### config.mk
export PLATFORM = sky130hd
export DESIGN_NAME = uart_tx_sched
export DESIGN_NICKNAME = d
export VERILOG_FILES = /design/src/rtl/uart_pkg.sv /design/src/rtl/uart_baud_tick.sv /design/src/rtl/uart_tx_sched.sv
export SDC_FILE = /design/constraint.sdc
export NUM_CORES = 1
export LEC_CHECK = 0
export CAP_MARGIN = 20
export CORE_MARGIN = 3
export CORE_UTILIZATION = 45
export DETAILED_ROUTE_END_ITERATION = 10
export PLACE_DENSITY = 0.78
export SYNTH_ARGS = -nofsm -noshare
export SYNTH_HDL_FRONTEND = slang
export SYNTH_SLANG_ARGS = --single-unit
### constraint.sdc
create_clock -name clk -period 2.9 [get_ports clk]
set_clock_uncertainty 0.15 [all_clocks]
set_input_delay 0.58 -clock clk [delete_from_list [all_inputs] [get_ports clk]]
set_output_delay 0.58 -clock clk [all_outputs]
set_load 0.01 [all_outputs]
### src/rtl/uart_pkg.sv
// uart_pkg: shared types and constants for the shared UART transmitter.
//   state_t           - transmitter frame state (IDLE/START/DATA/STOP)
//   FRAME_BITS        - line bits per 8N1 frame (start + 8 data + stop)
//   calc_clks_per_bit - system clocks per line bit, integer division
package uart_pkg;

  typedef enum logic [1:0] {
    IDLE  = 2'd0,
    START = 2'd1,
    DATA  = 2'd2,
    STOP  = 2'd3
  } state_t;

  localparam int FRAME_BITS = 10;

  function automatic int calc_clks_per_bit(input int sysclk, input int baudrate);
    return sysclk / baudrate;
  endfunction

endpackage

### src/rtl/uart_baud_tick.sv
// uart_baud_tick: bit-period clock enable.
//   clk     - system clock
//   rst     - synchronous active-high reset
//   restart - clears the counter so a new frame starts on a clean bit boundary
//   tick    - high for one cycle on the last cycle of each bit period
module uart_baud_tick #(
  parameter int CLKS_PER_BIT = 4
) (
  input  logic clk,
  input  logic rst,
  input  logic restart,
  output logic tick
);

  localparam logic [15:0] TERM = 16'(CLKS_PER_BIT - 1);

  logic [15:0] cnt;

  // NOTE: sequential state uses non-blocking assignments so every flop
  // samples the pre-edge values, independent of statement order.
  always_ff @(posedge clk) begin
    if (rst || restart) begin
      cnt <= '0;
    end else if (cnt == TERM) begin
      cnt <= '0;
    end else begin
      cnt <= cnt + 16'd1;
    end
  end

  assign tick = (cnt == TERM);

endmodule

### src/rtl/uart_tx_sched.sv
// uart_tx_sched: round-robin scheduler sharing one 8N1 UART TX line.
//   clk   - system clock, rising edge
//   rst   - synchronous active-high reset
//   req   - per-requester level request, held until gnt
//   data  - byte for requester i on data[8*i+7:8*i]
//   gnt   - one-cycle pulse: that requester's byte was accepted
//   done  - one-cycle pulse: that requester's stop bit finished
//   busy  - high from grant until the end of the stop bit
//   owner - current or most recent granted requester
//   txd   - serial line, idles high
module uart_tx_sched
  import uart_pkg::*;
#(
  parameter int SYSCLK   = 100_000_000,
  parameter int BAUDRATE = 9600,
  parameter int NREQ     = 4
) (
  input  logic              clk,
  input  logic              rst,
  input  logic [NREQ-1:0]   req,
  input  logic [8*NREQ-1:0] data,
  output logic [NREQ-1:0]   gnt,
  output logic [NREQ-1:0]   done,
  output logic              busy,
  output logic [1:0]        owner,
  output logic              txd
);

  localparam int CLKS_PER_BIT = calc_clks_per_bit(SYSCLK, BAUDRATE);

  state_t     state;
  logic [1:0] last;      // round-robin pointer: last granted requester
  logic [7:0] shreg;     // remaining data bits, LSB goes out next
  logic [2:0] bit_idx;
  logic       tick;
  logic       restart;
  logic       pick_valid;
  logic [1:0] pick;

  // Search order starts just after the last owner and wraps modulo NREQ.
  // NOTE: every always_comb output gets a default before the loop so no
  // path leaves it unassigned (which would infer a latch).
  always_comb begin
    logic [1:0] cand;
    pick_valid = 1'b0;
    pick       = '0;
    cand       = '0;
    for (int i = 1; i <= NREQ; i++) begin
      cand = 2'((int'(last) + i) % NREQ);
      if (!pick_valid && req[cand]) begin
        pick_valid = 1'b1;
        pick       = cand;
      end
    end
  end

  assign restart = (state == IDLE) && pick_valid;

  uart_baud_tick #(.CLKS_PER_BIT(CLKS_PER_BIT)) u_tick (
    .clk     (clk),
    .rst     (rst),
    .restart (restart),
    .tick    (tick)
  );

  always_ff @(posedge clk) begin
    if (rst) begin
      state   <= IDLE;
      txd     <= 1'b1;
      gnt     <= '0;
      done    <= '0;
      busy    <= 1'b0;
      owner   <= '0;
      last    <= 2'(NREQ - 1);
      // NOTE: the shift register is plain datapath and is always loaded
      // before use; it is reset only to keep simulation free of X.
      shreg   <= '0;
      bit_idx <= '0;
    end else begin
      gnt  <= '0;
      done <= '0;
      case (state)
        IDLE: begin
          txd <= 1'b1;
          if (pick_valid) begin
            shreg <= data[8*pick +: 8];
            owner <= pick;
            last  <= pick;
            gnt   <= NREQ'(1) << pick;
            busy  <= 1'b1;
            txd   <= 1'b0;
            state <= START;
          end
        end
        START: begin
          if (tick) begin
            txd     <= shreg[0];
            shreg   <= shreg >> 1;
            bit_idx <= '0;
            state   <= DATA;
          end
        end
        DATA: begin
          if (tick) begin
            if (bit_idx == 3'd7) begin
              txd   <= 1'b1;
              state <= STOP;
            end else begin
              txd     <= shreg[0];
              shreg   <= shreg >> 1;
              bit_idx <= bit_idx + 3'd1;
            end
          end
        end
        STOP: begin
          if (tick) begin
            done  <= NREQ'(1) << owner;
            busy  <= 1'b0;
            state <= IDLE;
          end
        end
        default: state <= IDLE;
      endcase
    end
  end

endmodule

* Word level (Yosys, flattened, before mapping)
Index checks and enable logic that the tools add are counted.
** Storage, ports and cells
- Flip-flop bits (word level) :: 43
- Input bits :: 38
- Output and inout bits :: 12
- Logic and storage cells :: 98
** Cells by class
- $add $sub $neg :: 6
- Magnitude comparators :: 4
- Equal/unequal tests :: 11
- Shifts and indexed selects :: 3
- Mux-type cells :: 39
- Bitwise operators :: 4
- Reductions and logical operators :: 21
** Operators with widths (number)
- $mux W8 :: 4
- $shiftx A32 B6 Y8 :: 1
- $pmux W8 S3 :: 1
- $mux W2 :: 9
- $add A16 B1 Y16 const B :: 1
- $eq A16 B14 Y1 const B :: 1
- $mux W1 :: 14
- $lt A2 B3 Y1 const B :: 4
- $ne A2 B2 Y1 const B :: 6
- $reduce_and A5 Y1 :: 2
- $mux W3 :: 3
- $bmux W1 S2 :: 4
- $pmux W2 S4 :: 1
- $shl A1 B2 Y4 const A :: 2
- $pmux W3 S2 :: 1
- $reduce_and A3 Y1 :: 2
- $reduce_or A3 Y1 :: 2
- $add A2 B1 Y2 const B :: 2
- $add A2 B2 Y2 const B :: 2
- $eq A2 B2 Y1 const B :: 2
- $logic_and A1 B1 Y1 :: 4
- $not A1 Y1 :: 4
- $reduce_and A4 Y1 :: 1
- $reduce_bool A2 Y1 :: 2
- other kinds (11) :: 13

* Depth between registers and ports, before layout
Gate-level depths: netlist of run 1.
- Depth after elaboration :: 16
- Gate-level depth with buffers :: 9
- Depth with buffers taken out :: 7

* By module
Synthesis of run 1 repeated with hierarchy kept, for this count alone.
** Second synthesis, totals
- Cell total of the unflattened synthesis :: 302
- Area, all modules :: 2434.8 µm²
** Modules (own cells, without submodules)
- uart_tx_sched :: times used 1, cells an instance 221, area each 1700.4 µm², sequential area each 540.5 µm²
- uart_baud_tick :: times used 1, cells an instance 81, area each 734.5 µm², sequential area each 320.3 µm²

* Worst setup path before layout of run 1
Ideal clock, no wire load.
- Path kind :: input to register
- Start point :: input port req[3]
- End point :: register shreg[6]
- Setup time :: 136 ps
- Data arrival time :: 1851 ps
- Data required time :: 2614 ps
- Setup slack :: 763 ps
- Stages :: 7
- Buffers on the path :: 1
- Path through :: and2b_1 nor3_1 o32a_2 buf_6 mux2_2 a22oi_1 a311oi_2
** Between the ends
- Cells in the longest elaborated chain, start to end :: 15
** Ends and longest elaborated chain
- from (decl) :: line uart_tx_sched.sv:20 : input logic [NREQ-1:0] req,
- $bmux W1 S2 :: line uart_tx_sched.sv:50 : if (!pick_valid && req[cand]) begin
- $mux W1 (implied by the code) :: line uart_tx_sched.sv:50
- $mux W1 :: line uart_tx_sched.sv:50
- $logic_not A1 Y1 :: line uart_tx_sched.sv:50
- $logic_and A1 B1 Y1 :: line uart_tx_sched.sv:50
- $mux W1 :: line uart_tx_sched.sv:50
- $logic_not A1 Y1 :: line uart_tx_sched.sv:50
- $logic_and A1 B1 Y1 :: line uart_tx_sched.sv:50
- $mux W1 :: line uart_tx_sched.sv:50
- $logic_not A1 Y1 :: line uart_tx_sched.sv:50
- $logic_and A1 B1 Y1 :: line uart_tx_sched.sv:50
- $mux W2 :: line uart_tx_sched.sv:50
- $shiftx A32 B6 Y8 :: line uart_tx_sched.sv:86 : shreg <= data[8*pick +: 8];
- $mux W8 :: line uart_tx_sched.sv:85 : if (pick_valid) begin
- $pmux W8 S3 :: line uart_tx_sched.sv:82 : case (state)
- to (signal assigned) :: line uart_tx_sched.sv:86
- to (signal assigned) :: line uart_tx_sched.sv:98 : shreg <= shreg >> 1;
- to (signal assigned) :: line uart_tx_sched.sv:110 : shreg <= shreg >> 1;
- to (decl) :: line uart_tx_sched.sv:33 : logic [7:0] shreg;
Several ways; a longest one is shown, not always the timed one. The select of a mux whose other input is x is not followed.
A chain may end at the register's enable or synchronous reset.

* Final worst setup path of run 1
- Start point :: input port req[1]
- End point :: register shreg[5]
The elaborated chain is that of the path after synthesis.

==> flow_summary.yaml, run 1 <==
run_status:
  run_status: "completed"
timing:
  grt_setup_unrepaired: "no"
  timing.final.crit_period_ps: 2630
  max-slew-margin-rel_pct: 59.1
  timing.final.hold_violations: 0
  worst_pin_slew_ps: 609
  fmaxAchievable_mhz: 381
  final_max_slew_viol_count: 0
  setup_viol: 0
  timing.final.crit_share_pct: 90.6
die:
  floorplan.die.width_um: 76.5
  core.rowCount: 25
  floorplan.die.height_um: 76.5
  boundaryPins: 50
  floorplan.initialDensity_pct: 47.0
  core_um2: 4750
  design.die.area_um2: 5850
logic_synthesis:
  netlist-cell-type-count: 40
  seq_area_frac_synth_pct: 38.5
  ys_warn_count: 0
  ys_top_cells_by_area: "dfxtp_1 (39%), nor2_1 (7.9%), mux2_2 (7.1%)"
  register_bit_count_reported_by_yosys: 43
  postSynthCellCount: 256
  synth_area_leader_cell: "dfxtp_1"
  synthDominantCellAreaShare_pct: 38.5
  synth.avg_cell_area_um2: 8.73
  total_nets_after_synthesis: 301
  synth.cell_area_um2: 2240
worst_setup_path:
  worst_endpoint_data_arrival_time_ps: 2640
  setup.worst_path.class: "primary input to register"
  start_kind: "primary input"
  critPathSlowestCell: "clkdlybuf4s50_1"
  maximum_fanout_count_along_the_critical_path: 17
  cpLargestDelayFamily: "compound AO/OA/AOI/OAI gates"
  timing.critical_path.buf_inv: 1
  critPathRequiredTime_ps: 2910
  critical_path.max_stage_delay_ps: 480
  crit_path_cell_trace: "clkdlybuf4s50_1 > nor2b_1 > nor3_1 > o32a_2 > mux2_2 > a22oi_1 > a311oi_2"
  kind_of_end_point_of_the_critical_path: "register"
route:
  viasPerCell: 5.19
  finalWirelength_um: 4920
  postRouteAntennaNets: 0
  drt_iter0_drcs: 160
  drcViolationCount: 0
  wl_per_cell_um: 12.9
  drt_first_pass_iters: 4
  detailroute.via_count: 1982
global_route:
  number_of_antenna_violations_at_the_first_check_in_global_routing: 0
  gr-max-usage-layer: "met2"
  first_pass_grt_wire_length_um: 8310
  globalRouteMet2Util_pct: 28.7
  grt_use_met1_pct: 22.3
  globalRouteOverflowTotal: 0
  groute.layer.met3.usage_pct: 2.36
  grt.total_usage_pct: 16.9
  grt_pass1_vias: 1892
  grt_start_max_net_pins: 23
finish:
  final_core_utilization_pct: 62.3
  final_net_count: 359
  antenna-diode-count: 0
  n_fill_cell: 412
  mostFrequentLayoutCells: "clkdlybuf4s50_1 (49), nor2_1 (47), dfxtp_1 (43), nand2_1 (25), mux2_2 (14)"
  layout_commonest_cell: "clkdlybuf4s50_1"
  final_layout_size_suffix_gt1_share_pct: 13.3
  relative_area_change_from_synthesis_to_final_layout_pct: 32.5
power_and_ir_drop:
  power_per_cell_area_nw_per_um2: 822
  largest_vdd_supply_drop_uv: 410
  finalPower_mw: 2.43
  power_leakage_nw: 1.13
clock_tree:
  tritoncts.num_buffers: 5
  post_cts_buffers: 0
  max-clock-path-buffers: 2
  insertion_delay_ps: 290
  clock-sinks: 43
  clk_transition_reported_paths_ps: 80
  clock_tree_from_tritoncts: "built"
  clock_tree_root_buffer_cell: "clkbuf_8"
  htreeDepth: 2
  cts.hold.buffers_added: 0
  cts-resized-gates: 0
placement:
  dp_hpwl_um: 3680
  globalplace.congestion: 0.792
  port_buffers: 49
worst_hold_path:
  min-delay-path-class: "register to register"
flow_run:
  timing.max_cap.violations: 0
==> cell families (layout without fill, tap and decap cells) <==
kind of cell	after synthesis	after routing	share of synthesized area, %
fa+ha+maj	7	7	3.92
compound gates	44	44	14.8
mux	16	16	7.95
flops	43	43	38.5
xor+xnor	14	14	5.48
simple gates	113	113	24.7
buf+inv	19	78	4.70
==> through the flow <==
step                      TNS [ps]  hold slack [ps]  setup slack, ps  instances  instance area [um2]
final                            0              305              272        382                 2960
after global routing             0              338              160        382                 2960
after CTS                        0              309              284        382                 2960
after detailed placement     -45.4              296            -20.5        374                 2830
after global placement           0              281             84.4        374                 2830
after floorplan                  0              268              763        256                 2240
==> synth_stat cells (all sizes together) <==
cell type,instances
nor2,47
dfxtp,43
nand2,25
mux2,14
a22oi,11
a21oi,9
inv,9
nand3,9
xor2,9
o21ai,8
a311oi,7
ha,7
nor3,7
and3,6
clkbuf,6
xnor2,5
buf,4
nor4,4
nor2b,3
nor3b,3
nor4b,3
a21o,2
mux2i,2
nand4,2
a2111oi,1
a211o,1
a221oi,1
a31o,1
and2,1
and2b,1
and4,1
and4bb,1
o2bb2ai,1
o311ai,1
o32a,1
==> final timing paths <==
| check | startpoint | endpoint | slack [ps] | cells after the start |
|---|---|---|---|---|
| setup / recovery | req[1] | shreg[5] | 270 | 7 |
| hold / removal | u_tick.cnt[0] | u_tick.cnt[0] | 300 | 1 |
| setup reg to reg | u_tick.cnt[0] | shreg[5] | 560 | 8 |
| hold reg to reg | u_tick.cnt[0] | u_tick.cnt[0] | 300 | 1 |
==> layout make-up <==
class                   instances  area [um2]  area share [%]
clock buffers                   6        72.6            2.45
inverters                       9        33.8            1.14
well taps                      67        83.8            2.83
repair buffers                 61         581            19.6
clock inverters                 2        60.1            2.03
multi-input cells             194        1270            42.9
flip-flops and latches         43         861            29.1
==> flip-flops by register name, indices dropped and copies added (netlist names) <==
| register | count |
|---|---|
| u_tick.cnt | 16 |
| shreg | 8 |
| done | 4 |
| gnt | 4 |
| bit_idx | 3 |
| last | 2 |
| owner | 2 |
| state | 2 |
| busy | 1 |
| txd | 1 |
==> power by group <==
| part | total (mW) | switching [mW] | internal (mW) |
|---|---|---|---|
| logic | 1.12 | 0.599 | 0.519 |
| registers | 0.781 | 0.0788 | 0.702 |
| clock network | 0.535 | 0.191 | 0.344 |
| total | 2.43 | 0.869 | 1.56 |
==> routing by layer <==
layer  part of all wire [%]  vias to the layer above
met3                    4.0                        5
met1                     46                      910
met5                      0                        -
li1                       -                     1019
met2                     49                       48
met4                   0.79                        0
(Power assumes the default switching activity.)
==> run 2: changes to the inputs <==
Settings changed: CORE_ASPECT_RATIO set to 1.5, SKIP_LAST_GASP set to 1.
==> run 2 against run 1 <==
Die area increased by 0.30%. Critical endpoint is now shreg[0]. Largest cell class unchanged. Sequential power about the same. Count of clock-buffer cells in the layout is the same. Power fell by 1.3%. Non-clock buffer count fell by 5. Sequential share of layout area is 0.41 points higher. Critical path depth is the same.
==> flow_summary.yaml, run 2 (synthesis results as in run 1) <==
power_and_ir_drop:
  finalPower_mw: 2.40
  largest_vdd_supply_drop_uv: 456
  power_per_cell_area_nw_per_um2: 822
  power_leakage_nw: 1.11
timing:
  worst_pin_slew_ps: 632
  timing.final.crit_period_ps: 2650
  timing.final.hold_violations: 0
  final_max_slew_viol_count: 0
  timing.final.crit_share_pct: 91.3
  setup_viol: 0
  grt_setup_unrepaired: "no"
  fmaxAchievable_mhz: 378
  max-slew-margin-rel_pct: 57.8
clock_tree:
  post_cts_buffers: 0
  clock-sinks: 43
  tritoncts.num_buffers: 5
  clock_tree_root_buffer_cell: "clkbuf_8"
  clk_transition_reported_paths_ps: 80
  max-clock-path-buffers: 2
  cts-resized-gates: 0
  clock_tree_from_tritoncts: "built"
  insertion_delay_ps: 300
  cts.hold.buffers_added: 0
  htreeDepth: 2
finish:
  final_layout_size_suffix_gt1_share_pct: 11.9
  final_net_count: 354
  number_of_flip_flops_in_the_largest_register: 16
  mostFrequentLayoutCells: "clkdlybuf4s50_1 (49), nor2_1 (47), dfxtp_1 (43), nand2_1 (25), mux2_2 (14)"
  biggestRegsByFlops: "u_tick.cnt: 16 flops, shreg: 8 flops"
  antenna-diode-count: 0
  n_fill_cell: 418
  relative_area_change_from_synthesis_to_final_layout_pct: 30.6
  largest_register: "u_tick.cnt"
  design_area_um2: 2920
  layout_commonest_cell: "clkdlybuf4s50_1"
global_route:
  number_of_antenna_violations_at_the_first_check_in_global_routing: 0
  globalRouteOverflowTotal: 0
  first_pass_grt_wire_length_um: 8630
  grt.total_usage_pct: 18.5
  grt_start_max_net_pins: 23
  grt_pass1_vias: 1978
flow_run:
  timing.max_cap.violations: 0
worst_setup_path:
  critical_path.max_stage_delay_ps: 470
  critPathRequiredTime_ps: 2890
  critPathSlowestCell: "clkdlybuf4s50_1"
  timing.reg2reg.setup_slack_ps: 590
  r2r-start: "last[0]"
  crit_path_end: "shreg[0]"
  crit_path_cell_trace: "clkdlybuf4s50_1 > and2b_1 > nor3_1 > o32a_2 > mux2_2 > a22oi_1 > a311oi_1"
  start_kind: "primary input"
  worst_endpoint_data_arrival_time_ps: 2640
  rr_worst_depth: 6
  timing.critical_path.from: "req[3]"
  maximum_fanout_count_along_the_critical_path: 14
  setup.worst_path.class: "primary input to register"
  capture_point_of_the_worst_reg_to_reg_path: "shreg[0]"
  kind_of_end_point_of_the_critical_path: "register"
route:
  postRouteAntennaNets: 0
  viasPerCell: 5.39
  wl_per_cell_um: 13.9
  finalWirelength_um: 5200
  drt_iter0_drcs: 71
  drt_first_pass_iters: 4
  detailroute.via_count: 2014
  drcViolationCount: 0
die:
  core.rowCount: 30
  floorplan.die.width_um: 63.6
  design.die.area_um2: 5870
  boundaryPins: 50
  floorplan.die.height_um: 92.3
  floorplan.initialDensity_pct: 48.0
  core_um2: 4650
worst_hold_path:
  min-delay-path-class: "register to register"
placement:
  post_dp_cell_area_um2: 2790
  globalplace.congestion: 0.801
  port_buffers: 49
  dp_hpwl_um: 3980
run_status:
  run_status: "completed"
run 2: worst min path at each step:
stage | to | from | depth (start not counted) | slack [ps]
2_1_floorplan | u_tick.cnt[0] | u_tick.cnt[0] | 1 | 270
3_3_place_gp | u_tick.cnt[0] | u_tick.cnt[0] | 1 | 280
3_5_place_dp | u_tick.cnt[0] | u_tick.cnt[0] | 1 | 300
4_1_cts | u_tick.cnt[0] | u_tick.cnt[0] | 1 | 310
5_1_grt | u_tick.cnt[0] | u_tick.cnt[0] | 1 | 340
6_report | u_tick.cnt[0] | u_tick.cnt[0] | 1 | 300
run 2: cell type report:
type	instances	area (um2)	area share [%]
Sequential cell	43	861	29.5
Timing Repair Buffer	56	543	18.6
Clock buffer	6	72.6	2.49
Tap cell	64	80.1	2.74
Clock inverter	2	60.1	2.06
Inverter	9	33.8	1.16
Multi-Input combinational cell	194	1270	43.5
run 2: metrics by stage:
stage | setup WS [ps] | TNS (ps) | instances | util (%) | hold WS, ps
6_report | 253 | 0 | 374 | 62.7 | 303
5_1_grt | 158 | 0 | 374 | 62.7 | 344
4_1_cts | 272 | 0 | 374 | 62.7 | 310
3_5_place_dp | -14.1 | -17.6 | 366 | 59.9 | 297
3_3_place_gp | 32.9 | 0 | 366 | 59.9 | 278
2_1_floorplan | 763 | 0 | 256 | - | 268
run 2: routing by layer:
metal  track usage [%]  wire (um)
met1              18.3       1970
met2              34.7       2850
met3              4.49        189
met4              9.73        192
met5                 0          0
run 2: critical path, delay by kind of cell:
| family | cells | cell delay [ps] |
|---|---|---|
| compound gates | 3 | 750 |
| buf+inv | 1 | 470 |
| mux | 1 | 390 |
| simple gates | 2 | 450 |
run 2: power by group:
group | internal (mW) | leakage (nW) | switching, mW
logic | 0.485 | 0.692 | 0.588
registers | 0.702 | 0.351 | 0.0814
clock network | 0.344 | 0.0654 | 0.200
total | 1.53 | 1.11 | 0.870
==> run 3: changes to the inputs <==
==> constraint.sdc (replaced) <==
create_clock -name clk -period 2.48 [get_ports clk]
set_clock_uncertainty 0.15 [all_clocks]
set_input_delay 0.248 -clock clk [delete_from_list [all_inputs] [get_ports clk]]
set_output_delay 0.248 -clock clk [all_outputs]
set_load 0.01 [all_outputs]
==> run 3 against run 2 <==
Hold slack improved by 9.3 ps. Register-to-register slack got worse by 290 ps. Critical path depth is the same.
==> flow_summary.yaml, run 3 (synthesis results as in run 1) <==
run_status:
  run_status: "completed"
timing:
  timing.final.crit_period_ps: 2180
  max-slew-margin-rel_pct: 59.4
  worst_pin_slew_ps: 604
  timing.final.hold_violations: 0
  finalSetupTns_ps: 0
  timing.final.crit_share_pct: 88.1
  final_max_slew_viol_count: 0
  grt_setup_unrepaired: "no"
  fmaxAchievable_mhz: 458
  setup_viol: 0
worst_setup_path:
  timing.reg2reg.setup_slack_ps: 300
  timing.critical_path.buf_inv: 1
  maximum_fanout_count_along_the_critical_path: 13
  worst_endpoint_data_arrival_time_ps: 2280
  capture_point_of_the_worst_reg_to_reg_path: "shreg[7]"
  r2r-start: "last[0]"
  critical_path.max_stage_delay_ps: 400
  crit_path_frequent_cell: "nor3_1"
  start_kind: "register"
  kind_of_end_point_of_the_critical_path: "register"
  setup.worst_path.class: "register to register"
  cpLargestDelayFamily: "compound AO/OA/AOI/OAI gates"
  worstSetupPathDepth: 7
  critPathSlowestCell: "dfxtp_1"
  crit_path_cell_trace: "and2b_1 > nor3_1 > o32a_2 > buf_4 > nor3_1 > a2111oi_2 > a31o_1"
  rr_worst_depth: 7
  critPathRequiredTime_ps: 2570
finish:
  relative_area_change_from_synthesis_to_final_layout_pct: 32.4
  final_core_utilization_pct: 63.6
  number_of_flip_flops_in_the_largest_register: 16
  final_layout_size_suffix_gt1_share_pct: 14.5
  antenna-diode-count: 0
  mostFrequentLayoutCells: "clkdlybuf4s50_1 (49), nor2_1 (47), dfxtp_1 (43), nand2_1 (25), buf_4 (15)"
  final_net_count: 362
  design_area_um2: 2960
  biggestRegsByFlops: "u_tick.cnt: 16 flops, shreg: 8 flops"
  layout_commonest_cell: "clkdlybuf4s50_1"
  largest_register: "u_tick.cnt"
route:
  wl_per_cell_um: 12.9
  viasPerCell: 5.26
  postRouteAntennaNets: 0
  drcViolationCount: 0
  finalWirelength_um: 4950
  drt_first_pass_iters: 4
  detailroute.via_count: 2008
  drt_iter0_drcs: 109
global_route:
  grt_pass1_vias: 2000
  first_pass_grt_wire_length_um: 8610
  grt_start_max_net_pins: 23
  number_of_antenna_violations_at_the_first_check_in_global_routing: 0
  globalRouteOverflowTotal: 0
  grt.total_usage_pct: 17.9
power_and_ir_drop:
  power_per_cell_area_nw_per_um2: 937
  power_leakage_nw: 1.14
  finalPower_mw: 2.78
  largest_vdd_supply_drop_uv: 478
worst_hold_path:
  worst_hold_startpoint: "u_tick.cnt[0]"
  min-delay-path-class: "register to register"
  hold_end: "u_tick.cnt[0]"
  min_path_cells: 1
die:
  core.rowCount: 30
  floorplan.initialDensity_pct: 48.0
  floorplan.die.width_um: 63.6
  core_um2: 4650
  boundaryPins: 50
  floorplan.die.height_um: 92.3
  design.die.area_um2: 5870
placement:
  dp_hpwl_um: 3850
  port_buffers: 49
  post_dp_cell_area_um2: 2850
  globalplace.congestion: 0.839
clock_tree:
  insertion_delay_ps: 300
  clock-sinks: 43
  clk_transition_reported_paths_ps: 80
  cts-resized-gates: 0
  cts.hold.buffers_added: 0
  htreeDepth: 2
  clock_tree_from_tritoncts: "built"
  post_cts_buffers: 0
  clock_tree_root_buffer_cell: "clkbuf_8"
  max-clock-path-buffers: 2
  tritoncts.num_buffers: 5
flow_run:
  timing.max_cap.violations: 0
## run 3: cell types whose count changed in the layout (fill, tap and decap cells not counted)
cell       previous run  this run
buf_4                 7        15
bufinv_16             2         1
clkbuf_1              1         0
clkinv_2              0         1
clkinv_4              0         1
## run 3: worst register-to-register path, stage by stage, from the launching register on
cell	delay [ps]
dfxtp_1	400
and2b_1	210
nor3_1	230
o32a_2	380
buf_4	190
nor3_1	50
a2111oi_2	350
a31o_1	180
## run 3: worst max path at each step
stage                  start       end
2_1_floorplan  u_tick.cnt[0]  shreg[5]
3_3_place_gp          req[1]  shreg[6]
3_5_place_dp          req[3]  shreg[6]
4_1_cts              last[0]  shreg[7]
5_1_grt              last[0]  shreg[7]
6_report             last[0]  shreg[7]
## run 3: area by class of cell
| cell class | instances | area (um2) |
|---|---|---|
| clock buffers | 5 | 68.8 |
| clock inverters | 3 | 43.8 |
| fillers | 412 | 1690 |
| inverters | 9 | 33.8 |
| multi-input cells | 194 | 1270 |
| flip-flops and latches | 43 | 861 |
| well taps | 64 | 80.1 |
| repair buffers | 64 | 603 |
## run 3: where the power goes
group	total [mW]	internal, mW	leakage (nW)	switching, mW
registers	0.917	0.821	0.351	0.0961
logic	1.32	0.630	0.730	0.688
clock network	0.540	0.300	0.0581	0.241
total	2.78	1.75	1.14	1.02
## run 3: stage by stage
stage               setup WS [ps]  hold slack, ps  instances
floorplan                     450             235        256
global placement             52.2             278        374
detailed placement           8.22             289        374
CTS                           277             307        382
global route                  158             324        382
finish                        296             312        382
## run 3: per-layer routing
layer	share of wire [%]	global-route usage (%)
met1	39	18.3
met2	55	35.1
met3	4.6	4.61
met4	0.77	4.68
met5	0	0
